File: src/rtl/mips_pkg.sv
// mips_pkg: shared control state encodings, opcode constants and alu_op codes
package mips_pkg;
  typedef enum logic [3:0] {
    S_FETCH   = 4'd0,
    S_DECODE  = 4'd1,
    S_MEM_ADR = 4'd2,
    S_MEM_RD  = 4'd3,
    S_MEM_WB  = 4'd4,
    S_MEM_WR  = 4'd5,
    S_R_EXEC  = 4'd6,
    S_R_WB    = 4'd7,
    S_BRANCH  = 4'd8,
    S_I_EXEC  = 4'd9,
    S_I_WB    = 4'd10,
    S_JUMP    = 4'd11
  } state_t;
  localparam logic [5:0] OP_R    = 6'b000000;
  localparam logic [5:0] OP_LW   = 6'b100011;
  localparam logic [5:0] OP_SW   = 6'b101011;
  localparam logic [5:0] OP_BEQ  = 6'b000100;
  localparam logic [5:0] OP_BNE  = 6'b000101;
  localparam logic [5:0] OP_J    = 6'b000010;
  localparam logic [5:0] OP_ADDI = 6'b001000;
  localparam logic [5:0] OP_ANDI = 6'b001100;
  localparam logic [5:0] OP_ORI  = 6'b001101;
  localparam logic [5:0] OP_SLTI = 6'b001010;
  localparam logic [5:0] OP_XORI = 6'b001110;
  localparam logic [2:0] ALU_I   = 3'd0;
  localparam logic [2:0] ALU_MEM = 3'd1;
  localparam logic [2:0] ALU_BR  = 3'd2;
  localparam logic [2:0] ALU_R   = 3'd3;
  localparam logic [2:0] ALU_ADD = 3'd4;
  function automatic state_t decode_next(input logic [5:0] op);
    case (op)
      OP_R:                                      decode_next = S_R_EXEC;
      OP_LW, OP_SW:                              decode_next = S_MEM_ADR;
      OP_BEQ, OP_BNE:                            decode_next = S_BRANCH;
      OP_J:                                      decode_next = S_JUMP;
      OP_ADDI, OP_ANDI, OP_ORI, OP_SLTI, OP_XORI: decode_next = S_I_EXEC;
      default:                                   decode_next = S_FETCH;
    endcase
  endfunction
endpackage

File: src/rtl/main_control_outdec.sv
// main_control_outdec: maps state, opcode, zero and ready to control outputs
module main_control_outdec
  import mips_pkg::*;
(
  input  state_t      state,
  input  logic [5:0]  opcode,
  input  logic        zero,
  input  logic        rdy,
  output logic [2:0]  alu_op,
  output logic        alu_src_a,
  output logic [1:0]  alu_src_b,
  output logic [1:0]  pc_src,
  output logic        iord,
  output logic        mem_read,
  output logic        mem_write,
  output logic        ir_write,
  output logic        reg_write,
  output logic        pc_write,
  output logic        reg_dst,
  output logic        mem_to_reg,
  output logic        instr_done
);
  always_comb begin
    alu_op = ALU_I;
    alu_src_a = 1'b0;
    alu_src_b = 2'd0;
    pc_src = 2'd0;
    iord = 1'b0;
    mem_read = 1'b0;
    mem_write = 1'b0;
    ir_write = 1'b0;
    reg_write = 1'b0;
    pc_write = 1'b0;
    reg_dst = 1'b0;
    mem_to_reg = 1'b0;
    instr_done = 1'b0;
    case (state)
      S_FETCH: begin
        mem_read = 1'b1;
        alu_src_b = 2'd1;
        alu_op = ALU_ADD;
        ir_write = rdy;
        pc_write = rdy;
      end
      S_DECODE: begin
        alu_src_b = 2'd3;
        alu_op = ALU_ADD;
      end
      S_MEM_ADR: begin
        alu_src_a = 1'b1;
        alu_src_b = 2'd2;
        alu_op = ALU_MEM;
      end
      S_MEM_RD: begin
        mem_read = 1'b1;
        iord = 1'b1;
      end
      S_MEM_WB: begin
        reg_write = 1'b1;
        mem_to_reg = 1'b1;
        instr_done = 1'b1;
      end
      S_MEM_WR: begin
        mem_write = 1'b1;
        iord = 1'b1;
        instr_done = rdy;
      end
      S_R_EXEC: begin
        alu_src_a = 1'b1;
        alu_op = ALU_R;
      end
      S_R_WB: begin
        reg_write = 1'b1;
        reg_dst = 1'b1;
        instr_done = 1'b1;
      end
      S_BRANCH: begin
        alu_src_a = 1'b1;
        alu_op = ALU_BR;
        pc_src = 2'd1;
        pc_write = (opcode == OP_BEQ && zero) || (opcode == OP_BNE && !zero);
        instr_done = 1'b1;
      end
      S_I_EXEC: begin
        alu_src_a = 1'b1;
        alu_src_b = 2'd2;
        alu_op = ALU_I;
      end
      S_I_WB: begin
        reg_write = 1'b1;
        instr_done = 1'b1;
      end
      S_JUMP: begin
        pc_src = 2'd2;
        pc_write = 1'b1;
        instr_done = 1'b1;
      end
      default: ;
    endcase
  end
endmodule

File: src/rtl/main_control_fsm.sv
// main_control_fsm: multicycle MIPS main control state machine
module main_control_fsm
  import mips_pkg::*;
#(
  parameter bit MEM_WAIT_EN = 1'b1
) (
  input  logic        clk,
  input  logic        rst,
  input  logic [5:0]  opcode,
  input  logic        zero,
  input  logic        mem_ready,
  output logic [2:0]  alu_op,
  output logic        alu_src_a,
  output logic [1:0]  alu_src_b,
  output logic [1:0]  pc_src,
  output logic        iord,
  output logic        mem_read,
  output logic        mem_write,
  output logic        ir_write,
  output logic        reg_write,
  output logic        pc_write,
  output logic        reg_dst,
  output logic        mem_to_reg,
  output logic        illegal,
  output logic        instr_done,
  output logic [3:0]  state
);
  state_t cur;
  logic rdy, m_rd, m_wr, ir_w, rg_w, pc_w, done;
  assign rdy = MEM_WAIT_EN ? mem_ready : 1'b1;
  main_control_outdec u_outdec (
    .state(cur), .opcode(opcode), .zero(zero), .rdy(rdy),
    .alu_op(alu_op), .alu_src_a(alu_src_a), .alu_src_b(alu_src_b),
    .pc_src(pc_src), .iord(iord), .mem_read(m_rd), .mem_write(m_wr),
    .ir_write(ir_w), .reg_write(rg_w), .pc_write(pc_w), .reg_dst(reg_dst),
    .mem_to_reg(mem_to_reg), .instr_done(done)
  );
  always_ff @(posedge clk or posedge rst) begin
    if (rst) begin
      cur <= S_FETCH;
      illegal <= 1'b0;
    end else begin
      case (cur)
        S_FETCH:   cur <= rdy ? S_DECODE : S_FETCH;
        S_DECODE:  cur <= decode_next(opcode);
        S_MEM_ADR: cur <= opcode == OP_LW ? S_MEM_RD : S_MEM_WR;
        S_MEM_RD:  cur <= rdy ? S_MEM_WB : S_MEM_RD;
        S_MEM_WR:  cur <= rdy ? S_FETCH : S_MEM_WR;
        S_R_EXEC:  cur <= S_R_WB;
        S_I_EXEC:  cur <= S_I_WB;
        default:   cur <= S_FETCH;
      endcase
      if (cur == S_DECODE && decode_next(opcode) == S_FETCH) illegal <= 1'b1;
    end
  end
  assign state = cur;
  assign mem_read = m_rd & ~rst;
  assign mem_write = m_wr & ~rst;
  assign ir_write = ir_w & ~rst;
  assign reg_write = rg_w & ~rst;
  assign pc_write = pc_w & ~rst;
  assign instr_done = done & ~rst;
endmodule
File: config.mk
export PLATFORM = sky130hd
export DESIGN_NAME = main_control_fsm
export DESIGN_NICKNAME = d
export VERILOG_FILES = /design/src/rtl/mips_pkg.sv /design/src/rtl/main_control_outdec.sv /design/src/rtl/main_control_fsm.sv
export SDC_FILE = /design/constraint.sdc
export NUM_CORES = 1
export LEC_CHECK = 0
export BUFFER_PORTS_ARGS = -buffer_cell sky130_fd_sc_hd__buf_2
export CORE_UTILIZATION = 43
export CTS_BUF_LIST = sky130_fd_sc_hd__clkbuf_16
export DETAILED_ROUTE_END_ITERATION = 10
export GPL_TIMING_DRIVEN = 0
export PLACE_DENSITY = 0.81
export SYNTH_ARGS = -nofsm -noshare
export SYNTH_HDL_FRONTEND = slang
export SYNTH_SLANG_ARGS = --single-unit
File: constraint.sdc
create_clock -name clk -period 1.5 [get_ports clk]
set_clock_uncertainty 0.15 [all_clocks]
set_input_delay 0.075 -clock clk [delete_from_list [all_inputs] [get_ports clk]]
set_output_delay 0.075 -clock clk [all_outputs]
set_load 0.02 [all_outputs]
==> metrics.cfg, run 1 <==
[synthesis]
synth_area_leaders = dfrtp_1 (20%), nor3_1 (6.5%), o21ai_0 (6.5%)
syn_nets = 93
ys_seq_area_share_pct = 20.33
synth_top_area_share_pct = 20.33
syn_area_per_cell_um2 = 7.417
synth_cell_types = 35
yosys_warnings = 0
synth-seq-cells = 5
synthesis.instances = 83
synth-edff-count = 0
synthesis.area_um2 = 615.6
yosysTopAreaCell = dfrtp_1
synth_ff_type = dfrtp_1
async_reset_ff_share_pct = 100.0

[placement]
gp_congestion = 0.7751
place_inst = 128
dp_hpwl_mm = 1.273
io_buffers = 30

[floorplanning]
start_util_pct = 46.72
num_rows = 13
die_width_um = 39.84
io_pins = 32
die-height_um = 39.84

[status]
stop_error = [ERROR DPL-0038] Utilization greater than 100%, impossible to legalize
outcome = did not finish
lastStage = 5_1_grt

[sta]
worst_endpoint_kind = primary output
worst_endpoint = pc_write

[clocking]
cts_inserted_buffers = 3
root_buffer = clkbuf_16
cts_max_level = 1
clockBufferDepth = 2
cts.sinks = 5

[global_route]
grt_max_degree = 11

-- synthesized netlist by cell type, drive strengths merged (2+ instances only) --
master,instances
nor2,9
nor3,9
o21ai,8
buf,5
dfrtp,5
inv,5
nand2b,5
nand2,4
nor2b,4
a211oi,2
a21o,2
a21oi,2
a31oi,2
nand3,2
nand4,2
-- metrics by stage --
stage	hold slack, ns	cell area, um^2	setup TNS, ns	worst slack [ns]	util, %
after floorplan	-0.2799	659.4	-0.8109	-0.3725	-
after global placement	-0.07750	828.3	-0.4163	-0.2684	62.87
after detailed placement	-0.07053	828.3	-0.5557	-0.2843	62.87
after CTS	0.05327	1212	-2.164	-0.4268	92.02
-- timing repair --
action,4_1_cts
hold buffers,1
endpoints found under the setup margin,20
endpoints found under the hold margin,5
setup buffers,16
pin swaps,7
resized for setup,55
-- logic make-up after synthesis --
| family | share of synthesized area, % |
|---|---|
| DFF | 20.33 |
| buffers and inverters | 11.18 |
| muxes | 1.829 |
| and+or+nand+nor | 39.64 |
| AOI/OAI and AO/OA | 24.19 |
| xor gates and xnor gates | 2.846 |
==> run 2: changes to the inputs <==
--- a/config.mk
+++ b/config.mk
@@ -6,11 +6,11 @@
 export NUM_CORES = 1
 export LEC_CHECK = 0
 export BUFFER_PORTS_ARGS = -buffer_cell sky130_fd_sc_hd__buf_2
-export CORE_UTILIZATION = 43
-export CTS_BUF_LIST = sky130_fd_sc_hd__clkbuf_16
+export CORE_AREA = 2 2 63 65
 export DETAILED_ROUTE_END_ITERATION = 10
+export DIE_AREA = 0 0 65 67
 export GPL_TIMING_DRIVEN = 0
-export PLACE_DENSITY = 0.81
+export PLACE_DENSITY_LB_ADDON = 0.15
 export SYNTH_ARGS = -nofsm -noshare
 export SYNTH_HDL_FRONTEND = slang
 export SYNTH_SLANG_ARGS = --single-unit
==> metrics.cfg, run 2 <==
[status]
outcome = finished with violations
violations = negative setup slack

[synthesis]
synthesis.area_um2 = 615.6  ; unchanged
synth_top_area_share_pct = 20.33  ; unchanged
yosysTopAreaCell = dfrtp_1
synth_cell_types = 35  ; unchanged
syn_area_per_cell_um2 = 7.417  ; unchanged
ys_top_cells_by_count = nor2_1 (9), nor3_1 (8), o21ai_0 (8)
synthesis.instances = 83  ; unchanged
syn_nets = 93  ; unchanged
synth-edff-count = 0  ; unchanged
async_reset_ff_share_pct = 100.0  ; unchanged
synth-seq-cells = 5  ; unchanged
synth_ff_type = dfrtp_1
synth.most_common_cell = nor2_1
synth_area_leaders = dfrtp_1 (20%), nor3_1 (6.5%), o21ai_0 (6.5%)
ys_seq_area_share_pct = 20.33  ; unchanged
yosys_warnings = 0  ; unchanged

[worst_setup_path]
end_kind = primary output
rr_worst_depth = 6
start_kind = register
regToRegSetupSlack_ns = 0.04
crit_fanout = 3
crit_arrival_ns = 1.70
worstSetupPathType = register to primary output
regToRegEndpoint = state[1]
timing.rr.start = state[1]
worstPathRequired_ns = 1.27

[power_and_ir_drop]
pwr-share-seq_pct = 11.5
p_leak_nw = 0.5675
vdd_drop_max_mv = 0.3465
swShare_pct = 44.25
internal-power_mw = 0.9327
combPwrFrac_pct = 73.6
power_density_nw_per_um2 = 1303
pwr-share-clk_pct = 14.9
power_switching_mw = 0.7404

[final_layout]
final_common_cell = buf_6
fin_cells = 183
final_core_util_pct = 35.60
syn2layout_area_growth_pct = 108.5
final_cell_mix = buf_6 (23), buf_2 (15), buf_4 (13)
diodes = 0
largest_reg_flops = 4
drive_gt1_share_pct = 63.70
nNetsFinal = 146

[clocking]
clockBufferDepth = 2  ; unchanged
worstSkewPairLatency_ns = 0.22
root_buffer = clkbuf_8
cts_inserted_buffers = 3  ; unchanged
cts_tree = yes
cts.sinks = 5  ; unchanged
clk_pin_slew_worst_paths_ns = 0.04
cts_max_level = 1  ; unchanged

[global_route]
antenna_found_initial = 0
grt_max_degree = 11
grt_pass1_wl_mm = 3.622
grt_usage_pct = 10.84
grt_overflow_total = 0
grt_pass1_vias = 723

[route]
first_pass_iters = 4
vias = 834
antenna_left = 0
routed.top_layer = met3
wl_met3_um = 123
wl_met1_mm = 1.059
via_per_inst = 4.557
drtIter0Drc = 48
wl_mm = 2.351
wl_per_cell_um = 12.85
drc = 0
wl_met2_mm = 1.169

[sta]
setup-tns-final_ns = -2.924
rsz0062_at_grt = true
tightest_slew_ns = 0.2381
setup_viol = 15
hold_ws_ns = 0.06590
fin_crit_ns = 1.926
hold_viol = 0
final-max-slew-violation-count = 0
timing.final.crit_share_pct = 128.4
slew_headroom_pct = 84.07
fin_ws_ns = -0.4257
max_freq_mhz = 519.3

[floorplanning]
num_rows = 22  ; +9
die_width_um = 65  ; +63%
die-height_um = 67  ; +68%
start_util_pct = 17.07  ; -30 points
core-area_um2 = 3606
die_area_um2 = 4355
io_pins = 32  ; unchanged

[min_path]
hp-start = opcode[4]
worstHoldPathCells = 3
hold_path_end = state[3]
hold_class = input port to register

[placement]
io_buffers = 30  ; unchanged
place_inst = 161  ; +26%
dp_hpwl_mm = 1.605  ; +26%
gp_congestion = 0.7411  ; -4.4%

[flow_run]
cap_viol_max_count = 0

[run 2: cells by family after synthesis]
family | share of synthesized area, %
XOR/XNOR | 2.846
AND/OR/NAND/NOR | 39.64
buffers and inverters | 11.18
multiplexers | 1.829
flip-flops | 20.33
AO/OA/AOI/OAI | 24.19
[run 2: critical path: stages (launching register included)]
cell	delay [ns]
dfrtp_2	0.40
or2b_4	0.30
nor3_4	0.21
nand4bb_1	0.18
a211oi_4	0.24
buf_6	0.14
[run 2: repair_timing]
item | in CTS | in global routing
setup buffers | 13 | 6
gates resized for setup | 40 | 26
hold endpoints to repair | 5 | 0
pin swaps | 3 | 9
setup endpoints to repair | 21 | 20
hold buffers | 1 | 0
[run 2: final cells by class]
class / instances / area, um^2
inverter: 5 / 22.52
clock buffer: 4 / 45.04
timing repair buffer: 49 / 420.4
buffer: 5 / 56.30
fill: 390 / 2322
tap: 48 / 60.06
multi-input combinational: 67 / 550.5
sequential: 5 / 128.9
[run 2: per-stage QoR]
step | power (mW) | setup slack (ns) | area, um^2
2_1_floorplan | 0.7850 | -0.3725 | 659.4
3_3_place_gp | 1.017 | -0.3839 | 869.6
3_5_place_dp | 1.024 | -0.4010 | 869.6
4_1_cts | 1.539 | -0.4670 | 1149
5_1_grt | 1.787 | -0.5023 | 1284
6_report | 1.673 | -0.4257 | 1284
[run 2: worst max-delay path by stage]
stage	end	start	cells past startpoint	slack, ns
2_1_floorplan	pc_write	state[2]	5	-0.37
3_3_place_gp	pc_write	state[3]	5	-0.38
5_1_grt	pc_write	state[3]	5	-0.50
6_report	pc_write	state[3]	5	-0.43
4_1_cts	pc_write	state[2]	5	-0.47
3_5_place_dp	pc_write	state[3]	5	-0.40
[run 2: power groups by stage]
stage               clock (mW)  sequential [mW]  combinational, mW
CTS                      0.253            0.188               1.10
floorplan                    0            0.224              0.561
global route             0.271            0.194               1.32
finish                   0.250            0.192               1.23
global placement             0            0.197              0.820
detailed placement           0            0.197              0.827
[run 2: metal layers]
metal  GRT usage [%]  up-vias
met4           3.989        0
met3           1.689        0
met1           15.08      392
met5               0        -
li1                -      409
met2           16.75       33
(Power assumes the default switching activity.)
==> run 3: changes to the inputs <==
--- a/config.mk
+++ b/config.mk
@@ -10,6 +10,7 @@
 export DETAILED_ROUTE_END_ITERATION = 10
 export DIE_AREA = 0 0 65 67
 export GPL_TIMING_DRIVEN = 0
+export MAX_ROUTING_LAYER = met4
 export PLACE_DENSITY_LB_ADDON = 0.15
 export SYNTH_ARGS = -nofsm -noshare
 export SYNTH_HDL_FRONTEND = slang
==> metrics.cfg, run 3 (synthesis results as in run 2) <==
[clocking]
cts.sinks = 5  ; unchanged
worstSkewPairLatency_ns = 0.22  ; about the same
cts_inserted_buffers = 3  ; unchanged
cts_max_level = 1  ; unchanged
root_buffer = clkbuf_8
clockBufferDepth = 2  ; unchanged
cts_tree = yes
clk_pin_slew_worst_paths_ns = 0.04  ; about the same

[sta]
slew_headroom_pct = 84.03  ; about the same
hold_viol = 0  ; unchanged
fin_ws_ns = -0.4214  ; +0.004326 ns
tightest_slew_ns = 0.2388  ; +0.0006343 ns
rsz0062_at_grt = true
setup_viol = 15  ; unchanged
timing.final.crit_share_pct = 128.1  ; -0.29 points
max_freq_mhz = 520.5  ; +0.23%
fin_crit_ns = 1.921  ; -0.004326 ns
final-max-slew-violation-count = 0  ; unchanged

[worst_setup_path]
crit_slowest_cell = dfrtp_2
rr_worst_depth = 6  ; unchanged
crit_fanout = 3  ; unchanged
start_kind = register
critical_path.max_stage_delay_ns = 0.40  ; about the same
crit_arrival_ns = 1.70  ; about the same
cp_cell_sequence = or2b_4, nor3_4, nand4bb_1, a211oi_4, buf_6
regToRegEndpoint = state[1]
end_kind = primary output
regToRegSetupSlack_ns = 0.04  ; about the same
timing.rr.start = state[1]
worstPathRequired_ns = 1.27  ; about the same
crit_family = simple AND/OR/NAND/NOR gates
worstSetupPathType = register to primary output
cp.buffers_inverters = 1  ; unchanged

[final_layout]
syn2layout_area_growth_pct = 108.5  ; unchanged
final_cell_mix = buf_6 (23), buf_2 (15), buf_4 (13)
nNetsFinal = 146  ; unchanged
largest_reg_flops = 4  ; unchanged
drive_gt1_share_pct = 63.70  ; unchanged
diodes = 0  ; unchanged
fill_cells = 390  ; unchanged
fin_cells = 183  ; unchanged
final_cell_area_um2 = 1284  ; unchanged
final_common_cell = buf_6

[floorplanning]
io_pins = 32  ; unchanged
die-height_um = 67  ; unchanged
die_area_um2 = 4355  ; unchanged
num_rows = 22  ; unchanged
core-area_um2 = 3606  ; unchanged
die_width_um = 65  ; unchanged
start_util_pct = 17.07  ; unchanged

[power_and_ir_drop]
total_power_mw = 1.675  ; about the same
vdd_drop_max_mv = 0.3478  ; +0.37%
p_leak_nw = 0.5675  ; unchanged
power_density_nw_per_um2 = 1305  ; about the same

[min_path]
worstHoldPathCells = 3  ; unchanged
hold_class = input port to register
hold_path_end = state[3]
hp-start = opcode[4]

[placement]
dp_hpwl_mm = 1.605  ; unchanged
io_buffers = 30  ; unchanged
place_inst = 161  ; unchanged
gp_congestion = 0.7503  ; +1.2%
placed_area_um2 = 869.6  ; unchanged

[route]
via_per_inst = 4.678  ; +2.6%
wl_per_cell_um = 12.90  ; +0.43%
first_pass_iters = 4  ; unchanged
drc = 0  ; unchanged
drtIter0Drc = 47  ; -2.1%
vias = 856  ; +2.6%
wl_mm = 2.361  ; +0.43%
antenna_left = 0  ; unchanged

[status]
outcome = finished with violations
violations = negative setup slack

[global_route]
grt_max_degree = 11  ; unchanged
antenna_found_initial = 0  ; unchanged
grt_overflow_total = 0  ; unchanged
grt_pass1_vias = 724  ; +0.14%
grt_usage_pct = 11.13  ; +0.29 points
grt_pass1_wl_mm = 3.622  ; unchanged

[flow_run]
cap_viol_max_count = 0  ; unchanged

run 3: worst max path at each step:
stage | depth (start not counted) | start | slack (ns) | end
finish | 5 | state[3] | -0.42 | pc_write
global route | 5 | state[3] | -0.50 | pc_write
CTS | 5 | state[2] | -0.47 | pc_write
detailed placement | 5 | state[3] | -0.40 | pc_write
global placement | 5 | state[3] | -0.38 | pc_write
floorplan | 5 | state[2] | -0.37 | pc_write
run 3: timing repair:
action / in CTS / in global routing
pin swaps: 3 / 9
setup buffers: 13 / 6
hold endpoints to repair: 5 / 0
resized for setup: 40 / 26
setup endpoints to repair: 21 / 20
hold buffers: 1 / 0
run 3: area by class of cell:
type	count	area (um^2)	share of cell area, %
multi-input cells	67	550.5	42.89
inverters	5	22.52	1.754
flip-flops and latches	5	128.9	10.04
repair buffers	49	420.4	32.75
well taps	48	60.06	4.678
plain buffers	5	56.30	4.386
clock buffers	4	45.04	3.509
run 3: tightest hold or removal path: cells and delay by family:
family,cells,cell delay (ns)
AO/OA/AOI/OAI,2,0.20
buffers and inverters,1,0.12
run 3: per-layer routing:
layer	GRT usage [%]	wire, um
met1	15.08	1068
met2	16.75	1170
met3	1.689	122
met4	3.989	0
met5	-	0
run 3: where the power goes:
part	internal [mW]	total, mW	switching (mW)
Clock	0.183	0.251	0.0681
Sequential	0.165	0.191	0.0260
Combinational	0.585	1.23	0.648
Total	0.933	1.67	0.742
run 3: stage by stage:
stage	setup slack (ns)	TNS (ns)	hold WS, ns	util (%)
finish	-0.4214	-2.890	0.06625	35.60
global route	-0.5023	-3.755	0.07605	35.60
CTS	-0.4670	-1.919	0.06317	31.85
detailed placement	-0.4010	-1.010	-0.06653	24.12
global placement	-0.3839	-0.9926	-0.06340	24.12
floorplan	-0.3725	-0.8109	-0.2799	-
